<file path="config.mk">
export PLATFORM = sky130hd
export DESIGN_NAME = mips_datapath_alu_muldiv_flat
export DESIGN_NICKNAME = d
export VERILOG_FILES = /design/src/rtl/mips_datapath_alu_muldiv_if.sv /design/src/rtl/mips_datapath_alu_muldiv.sv /design/src/flat_wrapper.sv
export SDC_FILE = /design/constraint.sdc
export NUM_CORES = 2
export LEC_CHECK = 0
export CAP_MARGIN = 20
export CORE_MARGIN = 3
export CORE_UTILIZATION = 50
export DETAILED_ROUTE_END_ITERATION = 7
export PLACE_DENSITY = 0.67
export SYNTH_ARGS = -nofsm -noshare
export SYNTH_HDL_FRONTEND = slang
export SYNTH_SLANG_ARGS = --single-unit
</file>
<file path="constraint.sdc">
create_clock -name clk -period 17.15 [get_ports clk]
set_input_delay 4.2875 -clock clk [delete_from_list [all_inputs] [get_ports clk]]
set_output_delay 4.2875 -clock clk [all_outputs]
set_load 0.005 [all_outputs]
</file>
<file path="src/rtl/mips_datapath_alu_muldiv_if.sv">
// Issue/response bundle between the execute stage and the HI/LO multiply/divide unit.
// The master drives operands and control; the slave returns status and HI/LO.
interface mips_datapath_alu_muldiv_if #(
  parameter int DATA_W = 32
);
  logic              start;
  logic              cancel;
  logic [3:0]        func;
  logic [DATA_W-1:0] data1;
  logic [DATA_W-1:0] data2;
  logic              busy;
  logic              done;
  logic [DATA_W-1:0] result;
  logic              result_valid;
  logic              divz;
  logic [DATA_W-1:0] hi;
  logic [DATA_W-1:0] lo;

  modport master (
    output start, cancel, func, data1, data2,
    input  busy, done, result, result_valid, divz, hi, lo
  );

  modport slave (
    input  start, cancel, func, data1, data2,
    output busy, done, result, result_valid, divz, hi, lo
  );
endinterface

</file>
<file path="src/rtl/mips_datapath_alu_muldiv.sv">
// Multi-cycle HI/LO unit: pipelined multiplier with accumulate/subtract modes and an
// iterative restoring divider resolving DIV_BITS quotient bits per cycle.
module mips_datapath_alu_muldiv #(
  parameter int DATA_W   = 32,
  parameter int MUL_LAT  = 3,
  parameter int DIV_BITS = 1
) (
  input  logic clk,
  input  logic rst,
  mips_datapath_alu_muldiv_if.slave bus
);

  localparam int W2     = 2 * DATA_W;
  localparam int N_ITER = DATA_W / DIV_BITS;
  localparam int MCNT_W = (MUL_LAT > 1) ? $clog2(MUL_LAT) : 1;
  localparam int DCNT_W = (N_ITER > 1) ? $clog2(N_ITER) : 1;

  typedef enum logic [1:0] {
    S_IDLE = 2'd0,
    S_MUL  = 2'd1,
    S_DIV  = 2'd2,
    S_FIX  = 2'd3
  } state_t;

  typedef enum logic [3:0] {
    F_MULU  = 4'd0,
    F_MULS  = 4'd1,
    F_DIVU  = 4'd2,
    F_DIVS  = 4'd3,
    F_MADDU = 4'd4,
    F_MADDS = 4'd5,
    F_MSUBU = 4'd6,
    F_MSUBS = 4'd7,
    F_MTHI  = 4'd8,
    F_MTLO  = 4'd9,
    F_MFHI  = 4'd10,
    F_MFLO  = 4'd11
  } func_t;

  // One restoring-division step: shift in the next dividend bit, subtract if it fits.
  function automatic logic [W2-1:0] div_step(input logic [DATA_W-1:0] rem,
                                              input logic [DATA_W-1:0] quo,
                                              input logic [DATA_W-1:0] dvs);
    logic [DATA_W:0] sh;
    logic [DATA_W:0] diff;
    sh   = {rem, quo[DATA_W-1]};
    diff = sh - {1'b0, dvs};
    if (diff[DATA_W] == 1'b0) begin
      return {diff[DATA_W-1:0], quo[DATA_W-2:0], 1'b1};
    end else begin
      return {sh[DATA_W-1:0], quo[DATA_W-2:0], 1'b0};
    end
  endfunction

  state_t            state_q, state_d;
  logic [DATA_W-1:0] hi_q, hi_d, lo_q, lo_d;
  logic              busy_q, busy_d, done_q, done_d, divz_q, divz_d;
  logic [MCNT_W-1:0] mcnt_q, mcnt_d;
  logic [DCNT_W-1:0] dcnt_q, dcnt_d;
  logic              acc_en_q, acc_en_d, acc_sub_q, acc_sub_d;
  logic [W2-1:0]     prod_q [MUL_LAT];
  logic [W2-1:0]     prod_d [MUL_LAT];
  logic [DATA_W-1:0] rem_q, rem_d, quo_q, quo_d, dvs_q, dvs_d, dvd_raw_q, dvd_raw_d;
  logic              neg_quo_q, neg_quo_d, neg_rem_q, neg_rem_d, dz_q, dz_d;

  func_t             func_s;
  logic              op_signed_s;
  logic              accept_s;
  logic [W2-1:0]     a_ext_s, b_ext_s, prod_in_s, hilo_s, acc_s;
  logic [DATA_W-1:0] a_abs_s, b_abs_s, rem_step_s, quo_step_s, quo_fix_s, rem_fix_s;
  logic [DATA_W-1:0] result_s;

  assign func_s   = func_t'(bus.func);
  assign accept_s = (state_q == S_IDLE) && bus.start && !bus.cancel;

  // Operand conditioning: sign-extension for the multiplier, magnitudes for the divider.
  always_comb begin
    op_signed_s = 1'b0;
    case (func_s)
      F_MULS, F_MADDS, F_MSUBS, F_DIVS: op_signed_s = 1'b1;
      default:                          op_signed_s = 1'b0;
    endcase
    if (op_signed_s) begin
      a_ext_s = {{DATA_W{bus.data1[DATA_W-1]}}, bus.data1};
      b_ext_s = {{DATA_W{bus.data2[DATA_W-1]}}, bus.data2};
    end else begin
      a_ext_s = {{DATA_W{1'b0}}, bus.data1};
      b_ext_s = {{DATA_W{1'b0}}, bus.data2};
    end
    prod_in_s = a_ext_s * b_ext_s;
    if (op_signed_s && bus.data1[DATA_W-1]) begin
      a_abs_s = -bus.data1;
    end else begin
      a_abs_s = bus.data1;
    end
    if (op_signed_s && bus.data2[DATA_W-1]) begin
      b_abs_s = -bus.data2;
    end else begin
      b_abs_s = bus.data2;
    end
  end

  // Divider datapath for one cycle plus the final sign correction.
  always_comb begin
    rem_step_s = rem_q;
    quo_step_s = quo_q;
    for (int i = 0; i < DIV_BITS; i++) begin
      {rem_step_s, quo_step_s} = div_step(rem_step_s, quo_step_s, dvs_q);
    end
    if (neg_quo_q) begin
      quo_fix_s = -quo_q;
    end else begin
      quo_fix_s = quo_q;
    end
    if (neg_rem_q) begin
      rem_fix_s = -rem_q;
    end else begin
      rem_fix_s = rem_q;
    end
  end

  // Accumulator input: HI/LO is taken at write time, not at issue.
  always_comb begin
    hilo_s = {hi_q, lo_q};
    if (!acc_en_q) begin
      acc_s = prod_q[MUL_LAT-1];
    end else if (acc_sub_q) begin
      acc_s = hilo_s - prod_q[MUL_LAT-1];
    end else begin
      acc_s = hilo_s + prod_q[MUL_LAT-1];
    end
  end

  // Next-state and register updates for the control FSM.
  always_comb begin
    state_d   = state_q;
    hi_d      = hi_q;
    lo_d      = lo_q;
    busy_d    = busy_q;
    done_d    = 1'b0;
    divz_d    = divz_q;
    mcnt_d    = mcnt_q;
    dcnt_d    = dcnt_q;
    acc_en_d  = acc_en_q;
    acc_sub_d = acc_sub_q;
    rem_d     = rem_q;
    quo_d     = quo_q;
    dvs_d     = dvs_q;
    dvd_raw_d = dvd_raw_q;
    neg_quo_d = neg_quo_q;
    neg_rem_d = neg_rem_q;
    dz_d      = dz_q;
    prod_d[0] = prod_in_s;
    for (int i = 1; i < MUL_LAT; i++) begin
      prod_d[i] = prod_q[i-1];
    end

    case (state_q)
      S_IDLE: begin
        if (accept_s) begin
          divz_d = 1'b0;
          case (func_s)
            F_MULU, F_MULS, F_MADDU, F_MADDS, F_MSUBU, F_MSUBS: begin
              state_d   = S_MUL;
              busy_d    = 1'b1;
              mcnt_d    = MCNT_W'(MUL_LAT - 1);
              acc_en_d  = (func_s != F_MULU) && (func_s != F_MULS);
              acc_sub_d = (func_s == F_MSUBU) || (func_s == F_MSUBS);
            end
            F_DIVU, F_DIVS: begin
              state_d   = S_DIV;
              busy_d    = 1'b1;
              dcnt_d    = DCNT_W'(N_ITER - 1);
              rem_d     = {DATA_W{1'b0}};
              quo_d     = a_abs_s;
              dvs_d     = b_abs_s;
              dvd_raw_d = bus.data1;
              neg_quo_d = op_signed_s && (bus.data1[DATA_W-1] ^ bus.data2[DATA_W-1]);
              neg_rem_d = op_signed_s && bus.data1[DATA_W-1];
              dz_d      = (bus.data2 == {DATA_W{1'b0}});
            end
            F_MTHI:  hi_d = bus.data1;
            F_MTLO:  lo_d = bus.data1;
            default: hi_d = hi_q;
          endcase
        end else begin
          busy_d = 1'b0;
        end
      end
      S_MUL: begin
        if (bus.cancel) begin
          state_d = S_IDLE;
          busy_d  = 1'b0;
        end else if (mcnt_q == {MCNT_W{1'b0}}) begin
          {hi_d, lo_d} = acc_s;
          state_d      = S_IDLE;
          busy_d       = 1'b0;
          done_d       = 1'b1;
        end else begin
          mcnt_d = mcnt_q - 1'b1;
        end
      end
      S_DIV: begin
        if (bus.cancel) begin
          state_d = S_IDLE;
          busy_d  = 1'b0;
        end else begin
          rem_d = rem_step_s;
          quo_d = quo_step_s;
          if (dcnt_q == {DCNT_W{1'b0}}) begin
            state_d = S_FIX;
          end else begin
            dcnt_d = dcnt_q - 1'b1;
          end
        end
      end
      S_FIX: begin
        state_d = S_IDLE;
        busy_d  = 1'b0;
        if (bus.cancel) begin
          done_d = 1'b0;
        end else if (dz_q) begin
          hi_d   = dvd_raw_q;
          lo_d   = {DATA_W{1'b1}};
          divz_d = 1'b1;
          done_d = 1'b1;
        end else begin
          hi_d   = rem_fix_s;
          lo_d   = quo_fix_s;
          done_d = 1'b1;
        end
      end
      default: begin
        state_d = S_IDLE;
        busy_d  = 1'b0;
      end
    endcase
  end

  // State and datapath registers.
  always_ff @(posedge clk or posedge rst) begin
    if (rst) begin
      state_q   <= S_IDLE;
      hi_q      <= {DATA_W{1'b0}};
      lo_q      <= {DATA_W{1'b0}};
      busy_q    <= 1'b0;
      done_q    <= 1'b0;
      divz_q    <= 1'b0;
      mcnt_q    <= {MCNT_W{1'b0}};
      dcnt_q    <= {DCNT_W{1'b0}};
      acc_en_q  <= 1'b0;
      acc_sub_q <= 1'b0;
      rem_q     <= {DATA_W{1'b0}};
      quo_q     <= {DATA_W{1'b0}};
      dvs_q     <= {DATA_W{1'b0}};
      dvd_raw_q <= {DATA_W{1'b0}};
      neg_quo_q <= 1'b0;
      neg_rem_q <= 1'b0;
      dz_q      <= 1'b0;
      for (int i = 0; i < MUL_LAT; i++) begin
        prod_q[i] <= {W2{1'b0}};
      end
    end else begin
      state_q   <= state_d;
      hi_q      <= hi_d;
      lo_q      <= lo_d;
      busy_q    <= busy_d;
      done_q    <= done_d;
      divz_q    <= divz_d;
      mcnt_q    <= mcnt_d;
      dcnt_q    <= dcnt_d;
      acc_en_q  <= acc_en_d;
      acc_sub_q <= acc_sub_d;
      rem_q     <= rem_d;
      quo_q     <= quo_d;
      dvs_q     <= dvs_d;
      dvd_raw_q <= dvd_raw_d;
      neg_quo_q <= neg_quo_d;
      neg_rem_q <= neg_rem_d;
      dz_q      <= dz_d;
      for (int i = 0; i < MUL_LAT; i++) begin
        prod_q[i] <= prod_d[i];
      end
    end
  end

  // HI/LO read mux follows func live, independent of what was issued.
  always_comb begin
    case (func_s)
      F_MFHI:  result_s = hi_q;
      F_MFLO:  result_s = lo_q;
      default: result_s = {DATA_W{1'b0}};
    endcase
  end

  assign bus.result       = result_s;
  assign bus.result_valid = ~busy_q;
  assign bus.busy         = busy_q;
  assign bus.done         = done_q;
  assign bus.divz         = divz_q;
  assign bus.hi           = hi_q;
  assign bus.lo           = lo_q;

endmodule

</file>
<file path="src/flat_wrapper.sv">
// flat-port wrapper written by rule: the top's interface ports become plain ports
module mips_datapath_alu_muldiv_flat 
#(
  parameter int DATA_W   = 32,
  parameter int MUL_LAT  = 3,
  parameter int DIV_BITS = 1
)
  (clk, rst, bus_start, bus_cancel, bus_func, bus_data1, bus_data2, bus_busy, bus_done, bus_result, bus_result_valid, bus_divz, bus_hi, bus_lo);
  mips_datapath_alu_muldiv_if #(.DATA_W(DATA_W)) bus_i ();
  input  logic clk;
  input  logic rst;
  input wire logic [$bits(bus_i.start)-1:0] bus_start;
  input wire logic [$bits(bus_i.cancel)-1:0] bus_cancel;
  input wire logic [$bits(bus_i.func)-1:0] bus_func;
  input wire logic [$bits(bus_i.data1)-1:0] bus_data1;
  input wire logic [$bits(bus_i.data2)-1:0] bus_data2;
  output wire logic [$bits(bus_i.busy)-1:0] bus_busy;
  output wire logic [$bits(bus_i.done)-1:0] bus_done;
  output wire logic [$bits(bus_i.result)-1:0] bus_result;
  output wire logic [$bits(bus_i.result_valid)-1:0] bus_result_valid;
  output wire logic [$bits(bus_i.divz)-1:0] bus_divz;
  output wire logic [$bits(bus_i.hi)-1:0] bus_hi;
  output wire logic [$bits(bus_i.lo)-1:0] bus_lo;
  assign bus_i.start = bus_start;
  assign bus_i.cancel = bus_cancel;
  assign bus_i.func = bus_func;
  assign bus_i.data1 = bus_data1;
  assign bus_i.data2 = bus_data2;
  assign bus_busy = bus_i.busy;
  assign bus_done = bus_i.done;
  assign bus_result = bus_i.result;
  assign bus_result_valid = bus_i.result_valid;
  assign bus_divz = bus_i.divz;
  assign bus_hi = bus_i.hi;
  assign bus_lo = bus_i.lo;
  mips_datapath_alu_muldiv #(.DATA_W(DATA_W), .MUL_LAT(MUL_LAT), .DIV_BITS(DIV_BITS)) u_core (.clk(clk), .rst(rst), .bus(bus_i));
endmodule
</file>
; ---- Word-level counts from Yosys, hierarchy flattened
; Index checks and enable logic that the tools add are counted.
; W data, S select, Z words.
[word_totals]
ff_bits = 401
elab_cells = 160
output_inout_bits = 100
inputBits = 72
[op_classes]
bitwise_logic = 2
n_reduce_logical = 32
n_addsub = 9
n_mux = 64
eq_ne = 32
n_mul = 1
[op_table]
columns = cell, count
row1 = $mux W32, 22
row2 = $mux W64, 5
row3 = $pmux W32 S2, 3
row4 = $pmux W32 S3, 2
row5 = $neg A32 Y32, 4
row6 = $add A64 B64 Y64, 1
row7 = $mul A64 B64 Y64, 1
row8 = $sub A64 B64 Y64, 1
row9 = $sub A33 B32 Y33, 1
row10 = $logic_not A32 Y1, 1
row11 = $mux W5, 4
row12 = $ne A2 B2 Y1 const B, 10
row13 = $mux W2, 9
row14 = $eq A4 B3 Y1 const B, 4
row15 = $eq A4 B4 Y1 const B, 4
row16 = $mux W1, 12
row17 = $reduce_and A4 Y1, 3
row18 = $reduce_and A6 Y1, 2
row19 = $pmux W5 S2, 1
row20 = $reduce_and A5 Y1, 2
row21 = $reduce_and A3 Y1, 3
row22 = $eq A4 B2 Y1 const B, 2
row23 = $pmux W2 S2, 2
row24 = $pmux W2 S4, 1
row25 = other kinds (26), 40

; ---- Depth between registers and ports, before layout
[logic_depth]
word_depth = 8
depth_mapped = 37
depth_no_buf = 32

; ---- Worst setup path before layout
; OpenSTA, ideal clock, no wires.
[synth_timing]
path_kind = input to register
startpoint = in bus_data1[31]
endpoint = reg u_core.prod_q, in the netlist u_core.prod_d[125]
cell_stages = 30
required_time_ns = 17.046
path_buffers = 4
path_slack_ns = 3.838
t_arrival_ns = 13.208
path_cell_list = clkbuf_1 -> and2_1 -> clkbuf_1 -> buf_1 -> nand2_1 -> fa_1 -> inv_1 -> fa_1 -> inv_1 -> fa_1 -> inv_1 -> fa_1 -> inv_1 -> fa_1 -> inv_1 -> fa_1 -> fa_1 -> fa_1 -> fa_1 -> fa_1 -> ha_1 -> clkbuf_1 -> nand3_1 -> or3_1 -> or2_2 -> o211a_1 -> o311ai_1 -> nand2_1 -> or4_1 -> a221oi_1
[synth_rtl]
columns = element, line_no
row1 = from (decl), flat_wrapper.sv:15  ; input wire logic [$bits(bus_i.data1)-1:0] bus_data1;
row2 = "to (signal, indexed assignment)", mips_datapath_alu_muldiv.sv:261  ; prod_q[i] <= {W2{1'b0}};
row3 = "to (signal, indexed assignment)", mips_datapath_alu_muldiv.sv:282  ; prod_q[i] <= prod_d[i];
row4 = to (decl), mips_datapath_alu_muldiv.sv:61  ; logic [W2-1:0] prod_q [MUL_LAT];

==> metrics.txt <==
YS warnings=0; Post-synth EDFFs=0; asr flop ratio synth=100%; post_cts resized=0; area of the multi-input gates=between 0.05 and 0.06 mm²; Final Max Slew Viols=0; die width=slightly below 400 µm; Most used DFF post-synth=dfrtp_1; worst r2r dst=u_core.bus.hi[29]; first-pass GRT wire length=357 mm; RSZ-0062 raised after global routing=false; Worst Hold Class=reg -> reg; Worst EP required=~18 ns; storage element area=roughly 0.01 mm²; cells after synthesis=around 8k; hold depth=0; CP startpoint=bus_func[3]; Reg2Reg Depth=20; Clock Sinks=401; Site Rows=between 100 and 150; num ports=between 150 and 200; clock skew=roughly 0.023 ns; final net count=just under 10k; layout cells sized above 1=a little over 4%; Pre-Repair DR Iteration Count=7; largest net degree at the start of global routing=85; R2R Setup Slk=10.66 ns; top cell type by total area after synthesis=fa_1; via count=approximately 56k; Die ar.=roughly 0.15 mm²; hold_buf cts=0; Final Core Density=between 50 and 60%; Final period util=between 80% and 90%; Area Growth Syn to Fin=6.51%; synthesized flop and latch total=401; Hold Fails Final Rpt=0; post-synthesis cell area=0.0718 mm²; clock latency on the worst-skew pair=0.59 ns; final setup margin=around 3.1 ns; total negative slack=0 ns; GRT Overall Usage=approximately a third; final wirelength=approximately 240 mm; DR WL/cell=between 20 and 25 µm; Synthesized Nets=9819; WS Path Type=in -> reg; routed vias/inst=5.69; Residual DRC=0; CTS Buf Count=between 40 and 50; Initial Util=between 50% and 60%; Area contributors post-synth=fa_1 40%, dfrtp_1 14%, inv_1 8.6%; share of the synthesized area in the top cell type=39.6%; initial antenna violation count=15; Max-Cap Viols=0; root buffer cell=clkbuf_16; filler instances=between 10k and 15k; clock slew at reported path FFs=0.06 ns; Max Fclk=~0.07 GHz; H-tree depth=2; Max Buffers Root-to-Sink=3; remaining global-route overflow=0; post-synthesis cell type count=roughly 90; Critical Path Sink=u_core.prod_d[125]; CTS tree=yes; PortBufs=between 150 and 200; Core Region=0.142 mm²; Die H=~390 µm; Placement Setup Slack=about 2.5 ns; vias in the first global route=about 58k; CP Data Arrival Time=14.57 ns; max_slew headroom=roughly 13%; CP endpoint kind=flip-flop; drt first-iter violations=approximately 5k; status=complete, no violations; postcts setup bufs=0; antenna-violating nets left=0; hpwl dp=about 190 mm; Mapped Avg Cell Area=roughly 9 µm²; Period minus WS final=14.09 ns; Slew @ Worst Pin=~1.3 ns; routability congestion estimate from global placement=~1.0; crit path launch type=input port; final setup violation count=0; sequential fraction of the synthesis area=between 10% and 20%; r2r startpoint=u_core.prod_q[12]; crit path max fanout=22
[cell usage in the layout, fill, tap and decap left out, drive strengths merged, types with 13 or more instances in the layout]
| master | count |
|---|---|
| o41ai | 15 |
| o211ai | 24 |
| nor4 | 28 |
| ha | 411 |
| a31oi | 57 |
| a221oi | 13 |
| or3 | 44 |
| nor2 | 316 |
| fa | 1421 |
| nand2 | 1035 |
| nor3 | 55 |
| mux2 | 29 |
| a21o | 84 |
| nand4 | 25 |
| o21ai | 276 |
| o31ai | 41 |
| nand3 | 51 |
| mux2i | 35 |
| o21a | 25 |
| buf | 161 |
| xnor2 | 236 |
| inv | 1655 |
| nand2b | 35 |
| nor2b | 43 |
| a211oi | 24 |
| or4 | 17 |
| o21bai | 34 |
| a21oi | 341 |
| a22o | 37 |
| dfrtp | 401 |
| xor2 | 128 |
| and3 | 42 |
| clkdlybuf4s50 | 128 |
| clkbuf | 54 |
| and2 | 360 |
[sequential cells by signal, indices dropped and copies added (netlist names), 2 cells and up]
signal,flops
u_core.rem_q,32
u_core.quo_q,32
u_core.prod_d,128
u_core.dvd_raw_q,32
u_core.bus.lo,32
u_core.mcnt_q,2
u_core.state_q,2
u_core.dvs_q,32
u_core.bus.hi,32
u_core.prod_q,64
u_core.dcnt_q,5
[Yosys cell counts, types with 6 or more instances]
| library cell | count |
|---|---|
| a41oi_1 | 8 |
| o22ai_1 | 11 |
| o21ai_0 | 274 |
| a222oi_1 | 8 |
| o31a_1 | 7 |
| a211oi_1 | 24 |
| or2_2 | 9 |
| a31o_2 | 9 |
| nor2b_1 | 43 |
| buf_1 | 63 |
| xnor2_1 | 236 |
| nand2_1 | 1034 |
| nor3b_1 | 8 |
| mux2_2 | 29 |
| ha_1 | 411 |
| and2_1 | 358 |
| a21o_1 | 84 |
| and3_1 | 42 |
| nor4_1 | 25 |
| nand3_1 | 51 |
| o221ai_1 | 8 |
| a221oi_1 | 13 |
| dfrtp_1 | 401 |
| o211ai_1 | 24 |
| a21boi_0 | 6 |
| a31oi_1 | 57 |
| nand2b_1 | 35 |
| o31ai_1 | 37 |
| nor2_1 | 315 |
| a22o_1 | 37 |
| o22a_1 | 6 |
| nand3b_1 | 9 |
| nor3_1 | 54 |
| inv_1 | 1650 |
| nand4_1 | 25 |
| clkbuf_1 | 352 |
| or4_1 | 14 |
| mux2i_1 | 35 |
| fa_1 | 1421 |
| xor2_1 | 128 |
| o21a_1 | 25 |
| o41ai_1 | 15 |
| or3_1 | 44 |
| o21bai_1 | 34 |
| a21oi_1 | 341 |
[critical path, cell delays in order]
cell             delay (ns)
clkdlybuf4s50_1        0.55
nor2b_2                0.45
and2_2                 0.65
nand2_1                0.29
fa_1                   0.67
inv_1                  0.14
fa_1                   0.59
inv_1                  0.06
fa_1                   0.48
inv_1                  0.06
fa_1                   0.49
inv_1                  0.05
fa_1                   0.50
inv_1                  0.06
fa_1                   0.53
fa_1                   0.45
fa_1                   0.56
fa_1                   0.45
fa_1                   0.49
ha_1                   0.43
nand3_1                0.11
or3_1                  0.32
or2_2                  0.30
o211a_1                0.31
o311ai_1               0.32
nand2_1                0.21
or4_1                  0.46
a221oi_1               0.28
[layout make-up]
| cell class | count | area share, % |
|---|---|---|
| tap | 1890 | 3.09 |
| clock inverter | 21 | 0.312 |
| inverter | 1653 | 8.12 |
| timing repair buffer | 289 | 3.12 |
| clock buffer | 54 | 1.54 |
| multi-input combinational | 5442 | 70.7 |
| sequential | 401 | 13.1 |
| antenna | 9 | 0.0294 |
[per-stage QoR]
stage / hold slack [ns] / cells / cell area [µm²]
detailed placement: 0.335 / 9674 / 75100
global route: 0.345 / 9750 / 76500
global placement: 0.332 / 9674 / 75100
finish: 0.345 / 9759 / 76500
CTS: 0.344 / 9749 / 76500
floorplan: 0.331 / 7915 / 71800
[how the worst min path moves through the flow]
| stage | from | end | slack (ns) |
|---|---|---|---|
| after floorplan | u_core.prod_d[64] | u_core.prod_d[0] | 0.33 |
| after global placement | u_core.prod_d[64] | u_core.prod_d[0] | 0.33 |
| after detailed placement | u_core.prod_d[65] | u_core.prod_d[1] | 0.33 |
| after CTS | u_core.prod_d[88] | u_core.prod_d[24] | 0.34 |
| after global routing | u_core.prod_d[88] | u_core.prod_d[24] | 0.34 |
| final | u_core.prod_d[88] | u_core.prod_d[24] | 0.34 |
[cells by family (layout without fill, tap and decap cells)]
family / count (synthesis) / in the layout / synth area share, %
AOI/OAI and AO/OA: 1087 / 1087 / 9.48
xor gates and xnor gates: 364 / 364 / 4.44
adders and majority gates: 1835 / 1835 / 46.8
buffers and inverters: 2072 / 2017 / 10.8
DFF: 401 / 401 / 14.0
muxes: 64 / 64 / 0.942
other: 0 / 9 / 0
and+or+nand+nor: 2092 / 2092 / 13.5
[per-layer routing]
layer	vias to the layer above	wire length [µm]	share of wire, %	GRT usage (%)
met5	-	48	0.020	0
met2	2408	107000	46	51.7
met3	461	20400	8.7	6.07
met1	28599	97800	42	44.1
met4	6	9650	4.1	11.6
li1	24038	-	-	-
Power is left out: the tool's default activity adds up to more than one toggle a clock period on the data nets, which glitch-free logic cannot reach.
